==> config.mk <==
export PLATFORM = sky130hd
export DESIGN_NAME = pipe_stage_reg
export DESIGN_NICKNAME = d
export VERILOG_FILES = /design/src/rtl/pipe_stage_reg.sv
export SDC_FILE = /design/constraint.sdc
export NUM_CORES = 1
export LEC_CHECK = 0
export CORE_ASPECT_RATIO = 1.25
export CORE_UTILIZATION = 40
export CTS_BUF_LIST = sky130_fd_sc_hd__clkbuf_4
export DETAILED_ROUTE_END_ITERATION = 8
export PLACE_DENSITY = 0.83
export SLEW_MARGIN = 10
export SYNTH_ARGS = -nofsm -noshare
export SYNTH_HDL_FRONTEND = slang
export SYNTH_SLANG_ARGS = --single-unit
==> constraint.sdc <==
create_clock -name clock -period 1.8 [get_ports clock]
set_input_delay 0.36 -clock clock [delete_from_list [all_inputs] [get_ports clock]]
set_output_delay 0.36 -clock clock [all_outputs]
set_load 0.005 [all_outputs]
==> src/rtl/pipe_stage_reg.sv <==
// pipe_stage_reg: pipeline stage register with valid/ready flow control,
// synchronous flush and bubble gating of side-effect control bits.
// Optional feature macro: PIPE_STAGE_SKID_EN adds a second (skid) entry so
// in_ready is a pure register output with no path from out_ready.
module pipe_stage_reg #(
  parameter int DATA_W = 69,
  parameter int CTRL_W = 3
) (
  input  logic              clock,
  input  logic              resetn,
  input  logic              flush,
  input  logic              in_valid,
  output logic              in_ready,
  input  logic [CTRL_W-1:0] in_ctrl,
  input  logic [DATA_W-1:0] in_data,
  output logic              out_valid,
  input  logic              out_ready,
  output logic [CTRL_W-1:0] out_ctrl,
  output logic [DATA_W-1:0] out_data
);

  // main register may take a new beat when empty or when its beat leaves
  logic load_en;
  logic in_fire;
  assign load_en = ~out_valid | out_ready;
  assign in_fire = in_valid & in_ready;

`ifdef PIPE_STAGE_SKID_EN
  logic              skid_valid;
  logic [CTRL_W-1:0] skid_ctrl;
  logic [DATA_W-1:0] skid_data;

  // skid entry only fills when main is full, so it never blocks a free slot
  assign in_ready = ~skid_valid;

  // main register: flush, then drain skid first (ordering), then input
  always_ff @(posedge clock or negedge resetn) begin
    if (!resetn) begin
      out_valid <= 1'b0;
      out_ctrl  <= '0;
      out_data  <= '0;
    end else if (flush) begin
      out_valid <= 1'b0;
      out_ctrl  <= '0;
    end else if (load_en) begin
      if (skid_valid) begin
        out_valid <= 1'b1;
        out_ctrl  <= skid_ctrl;
        out_data  <= skid_data;
      end else if (in_fire) begin
        out_valid <= 1'b1;
        out_ctrl  <= in_ctrl;
        out_data  <= in_data;
      end else begin
        out_valid <= 1'b0;
        out_ctrl  <= '0;
      end
    end
  end

  // skid register: capture a beat arriving during a stall, empty on drain
  always_ff @(posedge clock or negedge resetn) begin
    if (!resetn) begin
      skid_valid <= 1'b0;
      skid_ctrl  <= '0;
      skid_data  <= '0;
    end else if (flush) begin
      skid_valid <= 1'b0;
      skid_ctrl  <= '0;
    end else if (load_en) begin
      skid_valid <= 1'b0;
      skid_ctrl  <= '0;
    end else if (in_fire) begin
      skid_valid <= 1'b1;
      skid_ctrl  <= in_ctrl;
      skid_data  <= in_data;
    end
  end
`else
  // single entry: accept whenever the held beat is leaving or there is none
  assign in_ready = load_en;

  // main register: flush drops everything, a bubble clears ctrl, data holds
  always_ff @(posedge clock or negedge resetn) begin
    if (!resetn) begin
      out_valid <= 1'b0;
      out_ctrl  <= '0;
      out_data  <= '0;
    end else if (flush) begin
      out_valid <= 1'b0;
      out_ctrl  <= '0;
    end else if (load_en) begin
      if (in_fire) begin
        out_valid <= 1'b1;
        out_ctrl  <= in_ctrl;
        out_data  <= in_data;
      end else begin
        out_valid <= 1'b0;
        out_ctrl  <= '0;
      end
    end
  end
`endif

endmodule

After elaboration in Yosys (flattened, before gate mapping)
Cells that the tools add are included.
{ "classes": {"add_sub_neg": 0, "mul": 0, "n_div": 0, "order_cmp": 0, "eq_ne": 0, "shift": 0, "mux": 6, "n_bitwise": 4, "reduce_logical": 2} }
{ "ops": {"columns": ["op", "n"], "rows": [
  ["3-bit two-way mux", 3],
  ["1-bit two-way mux", 3],
  ["3-bit AND reduction", 1],
  ["1-bit NOT", 2],
  ["2-bit nonzero test", 1],
  ["1-bit bitwise AND", 1],
  ["1-bit OR", 1]
]} }
{ "totals": {"regBits": 73, "latch_bits": 0, "ram_bits": 0, "rom_bits": 0, "inputBits": 77, "output_inout_bits": 74, "wordCells": 15, "mem_count": 0} }

Logic depth before layout (Yosys ltp)
Gate-level depths: netlist of the first run.
{ "depth": {"depth_word": 6, "depth_mapped": 5, "ltp_nobuf": 4} }

Least setup slack after synthesis of the first run
Ideal clock, no wire load.
{ "synth_timing": {"kind": "flip-flop to flip-flop", "startpoint": "register out_valid", "endpoint": "register out_data[50]", "setup_ps": 127, "arrival_time_ps": 1391, "t_required_ps": 1673, "setup_slack_ps": 281, "path_stages_with_launch": 6, "path_buffers": 2, "period_less_slack_ps": 1519, "path_cell_list": "dfrtp_1 > nor2b_4 > nor3b_4 > buf_4 > buf_6 > mux2_1"} }
{ "synth_via": {"elab_chain_len": 4} }
{ "synth_lines": {"columns": ["element", "line_no", "text"], "rows": [
  ["start: declaration", "16", "output logic out_valid,"],
  ["start signal: assignment", "86", "out_valid <= 1'b0;"],
  ["start signal: assignment", "90", "out_valid <= 1'b0;"],
  ["start signal: assignment", "94", "out_valid <= 1'b1;"],
  ["1-bit NOT *", "25", "assign load_en = ~out_valid | out_ready;"],
  ["1-bit OR *", "25", null],
  ["1-bit bitwise AND", "26", "assign in_fire = in_valid & in_ready;"],
  ["3-bit AND reduction (no line) *", null, null],
  ["end signal: assignment", "96", "out_data <= in_data;"],
  ["end: declaration", "19", "output logic [DATA_W-1:0] out_data"]
]} }
Every way passes the cells marked *; elsewhere a longest branch is shown, timed or not.
A chain may end at the register's enable or synchronous reset.

Final worst setup path of the first run
{ "layout_timing": {"startpoint": "register out_valid", "endpoint": "output out_valid"} }
No word-level cell between the ends.

==> results of run 1 <==
logic make-up after synthesis:
| kind of cell | after synthesis | synth area share [%] |
|---|---|---|
| AO/OA/AOI/OAI | 3 | 0.549 |
| buffers and inverters | 8 | 1.74 |
| flip-flops | 73 | 66.8 |
| multiplexers | 69 | 28.4 |
| AND/OR/NAND/NOR | 10 | 2.43 |
layer usage:
| layer | GRT usage [%] | vias to the layer above | wire (microns) |
|---|---|---|---|
| li1 | - | 899 | - |
| met1 | 20.2 | 942 | 2380 |
| met2 | 31.6 | 93 | 3320 |
| met3 | 4.64 | 18 | 394 |
| met4 | 13.3 | 0 | 220 |
| met5 | 0 | - | 0 |
state kept, by name, summed over array words and instances (netlist names):
register,flops
out_ctrl,3
out_data,69
out_valid,1
worst max-delay path, delay by kind of cell, from the launching register on:
kind | cells | cell delay, ns
flops | 1 | 0.37
buf+inv | 2 | 0.60
through the flow:
step | setup WS [ns] | hold WS (ns) | instance area [sq um] | utilization [%]
2_1_floorplan | 0.281 | 0.0644 | 2730 | -
3_3_place_gp | -0.149 | 0.260 | 4380 | 66.8
3_5_place_dp | -0.175 | 0.267 | 4380 | 66.8
4_1_cts | 0.0406 | 0.334 | 4510 | 68.6
5_1_grt | 0.00775 | 0.363 | 4510 | 68.6
6_report | 0.0729 | 0.375 | 4510 | 68.6
timing repair:
action / CTS / global route
buffers inserted: 1 / 0
hold buffers: 1 / 0
endpoints found under the setup margin: 1 / 0
hold endpoints to repair: 11 / 0
gates resized for setup: 1 / 0
layout by cell type, fill, tap and decap left out:
| cell | count |
|---|---|
| a21oi_1 | 3 |
| buf_12 | 3 |
| buf_2 | 1 |
| buf_4 | 5 |
| clkbuf_4 | 11 |
| clkdlybuf4s50_1 | 148 |
| clkinv_1 | 2 |
| clkinv_2 | 3 |
| dfrtp_1 | 73 |
| dlygate4sd2_1 | 1 |
| dlygate4sd3_1 | 1 |
| inv_1 | 1 |
| mux2_1 | 10 |
| mux2_2 | 59 |
| nand2_1 | 3 |
| nand3_1 | 3 |
| nor2_1 | 2 |
| nor2b_4 | 1 |
| nor3b_4 | 1 |
worst min path at each step:
stage	to	slack, ns
2_1_floorplan	out_ctrl[0]	0.06
3_3_place_gp	out_data[62]	0.26
3_5_place_dp	out_data[62]	0.27
4_1_cts	out_data[35]	0.33
5_1_grt	out_data[33]	0.36
6_report	out_data[62]	0.38
area by class of cell:
class	count	area [sq um]
clock buffers	11	82.6
inverters	1	3.75
well taps	87	109
repair buffers	159	1600
fillers	483	2060
clock inverters	5	22.5
multi-input cells	82	858
flip-flops and latches	73	1830
power groups by stage:
stage / combinational, uW / clock (uW) / sequential (uW)
floorplan: 290 / 0 / 2090
global placement: 1110 / 0 / 2060
detailed placement: 1140 / 0 / 2070
CTS: 1150 / 862 / 2040
global route: 1200 / 929 / 2080
finish: 1130 / 820 / 2040
==> run summary, run 1 <==
Post-Syn Area = 0.00273 sq mm
Vias per inst = 4.67
CTS Root Cell = clkbuf_4
Hold Path Class = in -> async
Total Wirelength = 6.32 mm
Clk buf depth = 2
Final setup TNS = 0 ns
Vias = 1,952
Clock skew = 0.00589 ns
GPL Wtd Cong = 0.756
Asr flop ratio synth = 100%
Switch share = 24.1%
Ports = 151
Iteration-0 DRC Markers = 63
Int Power = 3030 uW
First-pass GRT wire length = 9.83 mm
Post-synth EDFFs = 0
Max VDD drop = 0.569 mV
Critical-path top delay cell = clkdlybuf4s50_1
Layout cells sized above 1 = 25.4%
Flop pwr share = 51.1%
Clock sinks = 73
Design Power = 3990 uW
WP data arrival = 1.37 ns
Starting density of the core = 41.6%
Final setup violation count = 0
Overall routing resource usage = 18.4%
Leak = 0.00186 uW
DR WL/cell = 15.1 microns
# placed instances = 400
Measured slew at the worst slew-check pin = 0.329 ns
Largest net degree at the start of global routing = 63
TritonCTS Buffers = 9
Drt pass-1 iters = 4
Area delta synth->final = 64.9%
Reg clk slew, reported paths = 0.11 ns
H-Tree Depth = 3
Final min period = 1.73 ns
Crit path largest cell delay = 0.49 ns
Core footprint = 0.00657 sq mm
Diode count = 0
Net count, final = 403
Clock share of power = 20.6%
Clock Latency Late Sink = 0.40 ns
Comb pwr share = 28.3%
CP Class = reg -> out
Most frequent cells after synthesis = dfrtp_1 (73), mux2_2 (59), mux2_1 (10), buf_2 (5)
Worst Setup Start Kind = flip-flop
Synth unique cells = 13
PD cells = 885 mW/mm^2
Critical path, cell by cell = buf_4, clkdlybuf4s50_1
Yosys top cell area share = 66.8%
Syn Area/Cell = 16.8 sq um
Synth top area cells = dfrtp_1 (67%), mux2_2 (24%), mux2_1 (4.1%), buf_2 (0.92%), nor3b_4 (0.69%)
# DRC = 0
Initial antenna violation count = 0
RSZ-0062 raised after global routing = false
Synth area leader = dfrtp_1
Switching power total = 961 uW
Number of global-route vias before repair = 2,028
Sequential-to-total area share from yosys stat = 66.8%
WP data required = 1.44 ns
Cell count after synthesis = 163
Worst R2R Setup Slack = 0.22 ns
Crit path from = out_valid
RR Startpoint = out_valid
Num rows = 33
Ys Warns = 0
Reg2reg path depth = 4
Non-filler cells, final = 418
Chip height = 94.4 microns
CTS tree = yes
Port Buffers = 150
Final Max Tran Viols = 0
Hpwl dp = 4.64 mm
Crit. End Element = primary output
Chip width = 75.9 microns
Critical path peak fanout = 2
Net Count, Synth = 240
Grt ovf = 0
Post-route ant nets = 0
Post-synth top flop = dfrtp_1
Relative slew slack = 78.1%
Final Cycle Share = 95.9%
Max-cap viol count = 0
Crit path to = out_valid
Die area = 0.00717 sq mm
Fmax = 579 MHz
Final Hold Fails = 0
Count leader, synth = dfrtp_1
Worst R2R End = out_data[36]
Status = finished clean
#FFs+latches synth = 73
Power figures use the tool's default switching activity.
==> run 2, diff against run 1 <==
- CORE_MARGIN: unset -> 2
==> run 2 against run 1 <==
Net effect: core utilization fell by 0.069 points; clock skew rose by 0.0069 ns; global-route usage decreased by 1.9 points; via count down 0.51%; final area grew 0.53%; die area is 4.8% higher; largest power group unchanged.
==> run summary, run 2 (synthesis results as in run 1) <==
Port Buffers = 150
Worst hold slack = 0.438 ns
Clock Latency Late Sink = 0.39 ns
Overall routing resource usage = 16.6%
Die area = 0.00751 sq mm
Iteration-0 DRC Markers = 82
Grt ovf = 0
DR WL/cell = 14.7 microns
Chip height = 96.4 microns
CTS tree = yes
Final Max Tran Viols = 0
# DRC = 0
Hpwl dp = 4.51 mm
Int Power = 3190 uW
Initial antenna violation count = 0
Final min period = 1.68 ns
Worst Setup Start Kind = input port
Max VDD drop = 0.557 mV
Reg clk slew, reported paths = 0.11 ns
Clk buf depth = 2
Final setup violation count = 0
Post-CTS Setup Repair Bufs = 0
Most frequent cells in the layout = clkdlybuf4s50_1 (148), dfrtp_1 (73), mux2_2 (59)
Core footprint = 0.00661 sq mm
Ports = 151
TritonCTS Buffers = 9
Largest net degree at the start of global routing = 44
Final Cycle Share = 93.1%
Hold Path Class = in -> async
Clock sinks = 73
Clock share of power = 23.6%
Area delta synth->final = 65.8%
Largest register by flop count = out_data
PD cells = 912 mW/mm^2
Status = finished clean
Final Hold Fails = 0
CP Class = in -> out
Crit. End Element = primary output
RSZ-0062 raised after global routing = false
Measured slew at the worst slew-check pin = 0.414 ns
Diode count = 0
WP data required = 1.44 ns
H-Tree Depth = 3
Layout cells sized above 1 = 25.5%
Biggest regs = out_data: 69 flops, out_ctrl: 3 flops, out_valid: 1 flops
Final worst setup slack = 0.124 ns
Critical path peak fanout = 4
Fmax = 597 MHz
Chip width = 77.9 microns
Starting density of the core = 41.4%
Vias per inst = 4.66
First-pass GRT wire length = 9.54 mm
Switching power total = 944 uW
GPL Wtd Cong = 0.705
Vias = 1,942
Drt pass-1 iters = 4
Switch share = 22.8%
Post-route ant nets = 0
Commonest non-fill, non-tap cell in the layout = clkdlybuf4s50_1
Design Power = 4130 uW
Setup WS pre-CTS = -0.199 ns
Number of flip-flops under the largest register name = 69
Comb pwr share = 27.1%
Net count, final = 402
Relative slew slack = 72.4%
Flop pwr share = 49.3%
CTS Root Cell = clkbuf_4
Max-cap viol count = 0
WP data arrival = 1.32 ns
Leak = 0.00187 uW
Num rows = 33
Clock skew = 0.0128 ns
Total Wirelength = 6.11 mm
Number of global-route vias before repair = 1,945
[run 2: repair_timing]
| action | CTS | global route |
|---|---|---|
| hold buffers | 1 | 0 |
| resized for setup | 1 | 0 |
| endpoints found under the hold margin | 30 | 0 |
| setup endpoints to repair | 1 | 0 |
[run 2: area by class of cell]
class	count	area [sq um]
Sequential cell	73	1830
Multi-Input combinational cell	82	858
Timing Repair Buffer	158	1600
Clock inverter	4	43.8
Fill cell	489	2080
Tap cell	87	109
Clock buffer	12	90.1
Inverter	1	3.75
[run 2: worst max-delay path: stages]
cell and delay [ns]:
clkdlybuf4s50_1 0.44, nor2b_4 0.18, inv_1 0.07, dlygate4sd2_1 0.26
[run 2: metrics by stage]
stage	cells	TNS [ns]	utilization, %	area [sq um]
global route	417	0	68.6	4530
finish	417	0	68.6	4530
floorplan	163	0	-	2730
CTS	417	0	68.6	4530
detailed placement	400	-11.70	66.4	4390
global placement	400	-9.77	66.4	4390
[run 2: power by group through the flow]
stage                     sequential [uW]  clock [uW]  combinational, uW
after floorplan                      2090           0                290
after global placement               2060           0               1110
after detailed placement             2070           0               1140
after CTS                            2040        1020               1140
after global routing                 2070        1090               1200
final                                2040         974               1120
[run 2: worst paths after layout]
check / start / to / slack (ns) / cells past startpoint
worst min-delay path: resetn / out_data[23] / 0.44 / 2
min in group clock: out_data[50] / out_data[50] / 0.50 / 1
worst max register to register: out_valid / out_data[12] / 0.21 / 4
max in group asynchronous: resetn / out_data[47] / 0.78 / 3
worst min register to register: out_data[50] / out_data[50] / 0.50 / 1
worst max-delay path: out_ready / in_ready / 0.12 / 4
[run 2: layer usage]
metal / vias to the layer above / share of wire [%] / global-route usage, %
met3: 8 / 8.3 / 4.74
li1: 902 / - / -
met5: - / 0 / 0
met4: 0 / 1.4 / 7.89
met1: 942 / 40 / 20.5
met2: 90 / 50 / 27.1
==> run 3, diff against run 2 <==
- ABC_AREA: unset -> 0
- REMOVE_ABC_BUFFERS: unset -> 1
- SKIP_LAST_GASP: unset -> 1
==> run 3 against run 2 <==
Net effect: power down 2.8%; die area unchanged; sequential cell count unchanged; critical path depth down 2; non-clock buffer count up 8; critical endpoint is now out_valid; largest cell class unchanged.
==> run summary, run 3 (synthesis results as in run 1) <==
Status = finished clean
Vias per inst = 4.68
WP data arrival = 1.35 ns
Clock sinks = 73
Switching power total = 977 uW
Max VDD drop = 0.563 mV
Biggest regs = out_data: 69 flops, out_ctrl: 3 flops, out_valid: 1 flops
Crit. End Element = primary output
PD cells = 879 mW/mm^2
Max-cap viol count = 0
WP data required = 1.44 ns
Final min period = 1.71 ns
Hpwl dp = 5.06 mm
Largest net degree at the start of global routing = 62
Filler cell count = 497
H-Tree Depth = 3
Layout cells sized above 1 = 27.0%
Hold Path Class = in -> async
Fmax = 585 MHz
Total Wirelength = 6.56 mm
Overall routing resource usage = 18.4%
Final setup violation count = 0
Initial antenna violation count = 0
Chip height = 96.4 microns
Vias = 1,985
Clock share of power = 20.6%
Clock Latency Late Sink = 0.40 ns
Ports = 151
Family with the most delay on the worst path = buffers and inverters
RSZ-0062 raised after global routing = false
Cell area after layout = 0.00457 sq mm
Int Power = 3040 uW
CP Class = reg -> out
Drt pass-1 iters = 6
Reg clk slew, reported paths = 0.11 ns
Clock skew = 0.0140 ns
Crit path largest cell delay = 0.49 ns
Final Max Tran Viols = 0
Number of flip-flops under the largest register name = 69
Chip width = 77.9 microns
Port Buffers = 150
Dpl cell area = 0.00445 sq mm
Diode count = 0
DR WL/cell = 15.5 microns
Worst hold slack = 0.386 ns
Final Cycle Share = 95.0%
Flop pwr share = 50.8%
Final Hold Fails = 0
Commonest non-fill, non-tap cell in the layout = clkdlybuf4s50_1
Final setup TNS = 0 ns
Largest register by flop count = out_data
Critical-path top delay cell = clkdlybuf4s50_1
Measured slew at the worst slew-check pin = 0.321 ns
GPL Wtd Cong = 0.771
CTS Root Cell = clkbuf_4
Number of global-route vias before repair = 2,162
Critical path peak fanout = 2
CTS tree = yes
Critical path buffers and inverters = 2
Grt ovf = 0
Leak = 0.00189 uW
TritonCTS Buffers = 9
Iteration-0 DRC Markers = 61
# DRC = 0
Starting density of the core = 41.4%
Switch share = 24.3%
First-pass GRT wire length = 10.6 mm
Comb pwr share = 28.6%
Worst Setup Start Kind = flip-flop
Core footprint = 0.00661 sq mm
Most frequent cells in the layout = clkdlybuf4s50_1 (148), dfrtp_1 (73), mux2_2 (59)
Relative slew slack = 78.6%
Post-route ant nets = 0
Clk buf depth = 2
Die area = 0.00751 sq mm
Num rows = 33
Net count, final = 410
Critical path, cell by cell = buf_4, clkdlybuf4s50_1
Area delta synth->final = 67.2%
[run 3: cell count changes in the layout (fill, tap and decap cells not counted)]
cell        change
buf_2           +1
buf_4           +6
clkinvlp_4      +1
clkbuf_4        -1
buf_12          +1
bufinv_16       -1
[run 3: per-layer routing]
metal | GRT usage, % | vias to the layer above | part of all wire (%)
li1 | - | 913 | -
met1 | 20.7 | 976 | 36
met2 | 33.0 | 83 | 56
met3 | 4.28 | 13 | 5.7
met4 | 9.36 | 0 | 2.0
met5 | 0 | - | 0
[run 3: worst paths after layout]
check,startpoint,end,slack [ns],cells after the start
min in group clock,out_data[59],out_data[59],0.49,1
worst max register to register,out_valid,out_data[23],0.27,5
worst min-delay path,resetn,out_data[68],0.39,2
worst min register to register,out_data[59],out_data[59],0.49,1
max in group asynchronous,resetn,out_data[19],0.79,3
worst max-delay path,out_valid,out_valid,0.09,2
[run 3: cell type report]
| cell class | instances | area [sq um] | share of cell area [%] |
|---|---|---|---|
| repair buffers | 166 | 1670 | 36.5 |
| flip-flops and latches | 73 | 1830 | 40.0 |
| well taps | 87 | 109 | 2.38 |
| multi-input cells | 82 | 858 | 18.8 |
| inverters | 1 | 3.75 | 0.0821 |
| clock buffers | 11 | 82.6 | 1.81 |
| clock inverters | 4 | 21.3 | 0.465 |
[run 3: power groups by stage]
stage	combinational [uW]	sequential (uW)	clock, uW
after detailed placement	1160	2080	0
after CTS	1170	2050	852
after global placement	1130	2060	0
after floorplan	284	2090	0
final	1150	2040	825
after global routing	1230	2080	929
[run 3: metrics by stage]
stage	util, %	worst slack, ns	power, uW	std cells
3_3_place_gp	67.3	-0.114	3190	407
2_1_floorplan	-	-1.05	2370	156
6_report	69.2	0.0893	4020	424
3_5_place_dp	67.3	-0.138	3240	407
5_1_grt	69.2	0.00115	4240	424
4_1_cts	69.2	0.0555	4070	424
[run 3: timing repair]
action	4_1_cts	5_1_grt
setup endpoints to repair	1	0
hold buffers	1	0
endpoints found under the hold margin	12	0
gates resized for setup	1	0
buffers inserted	1	0
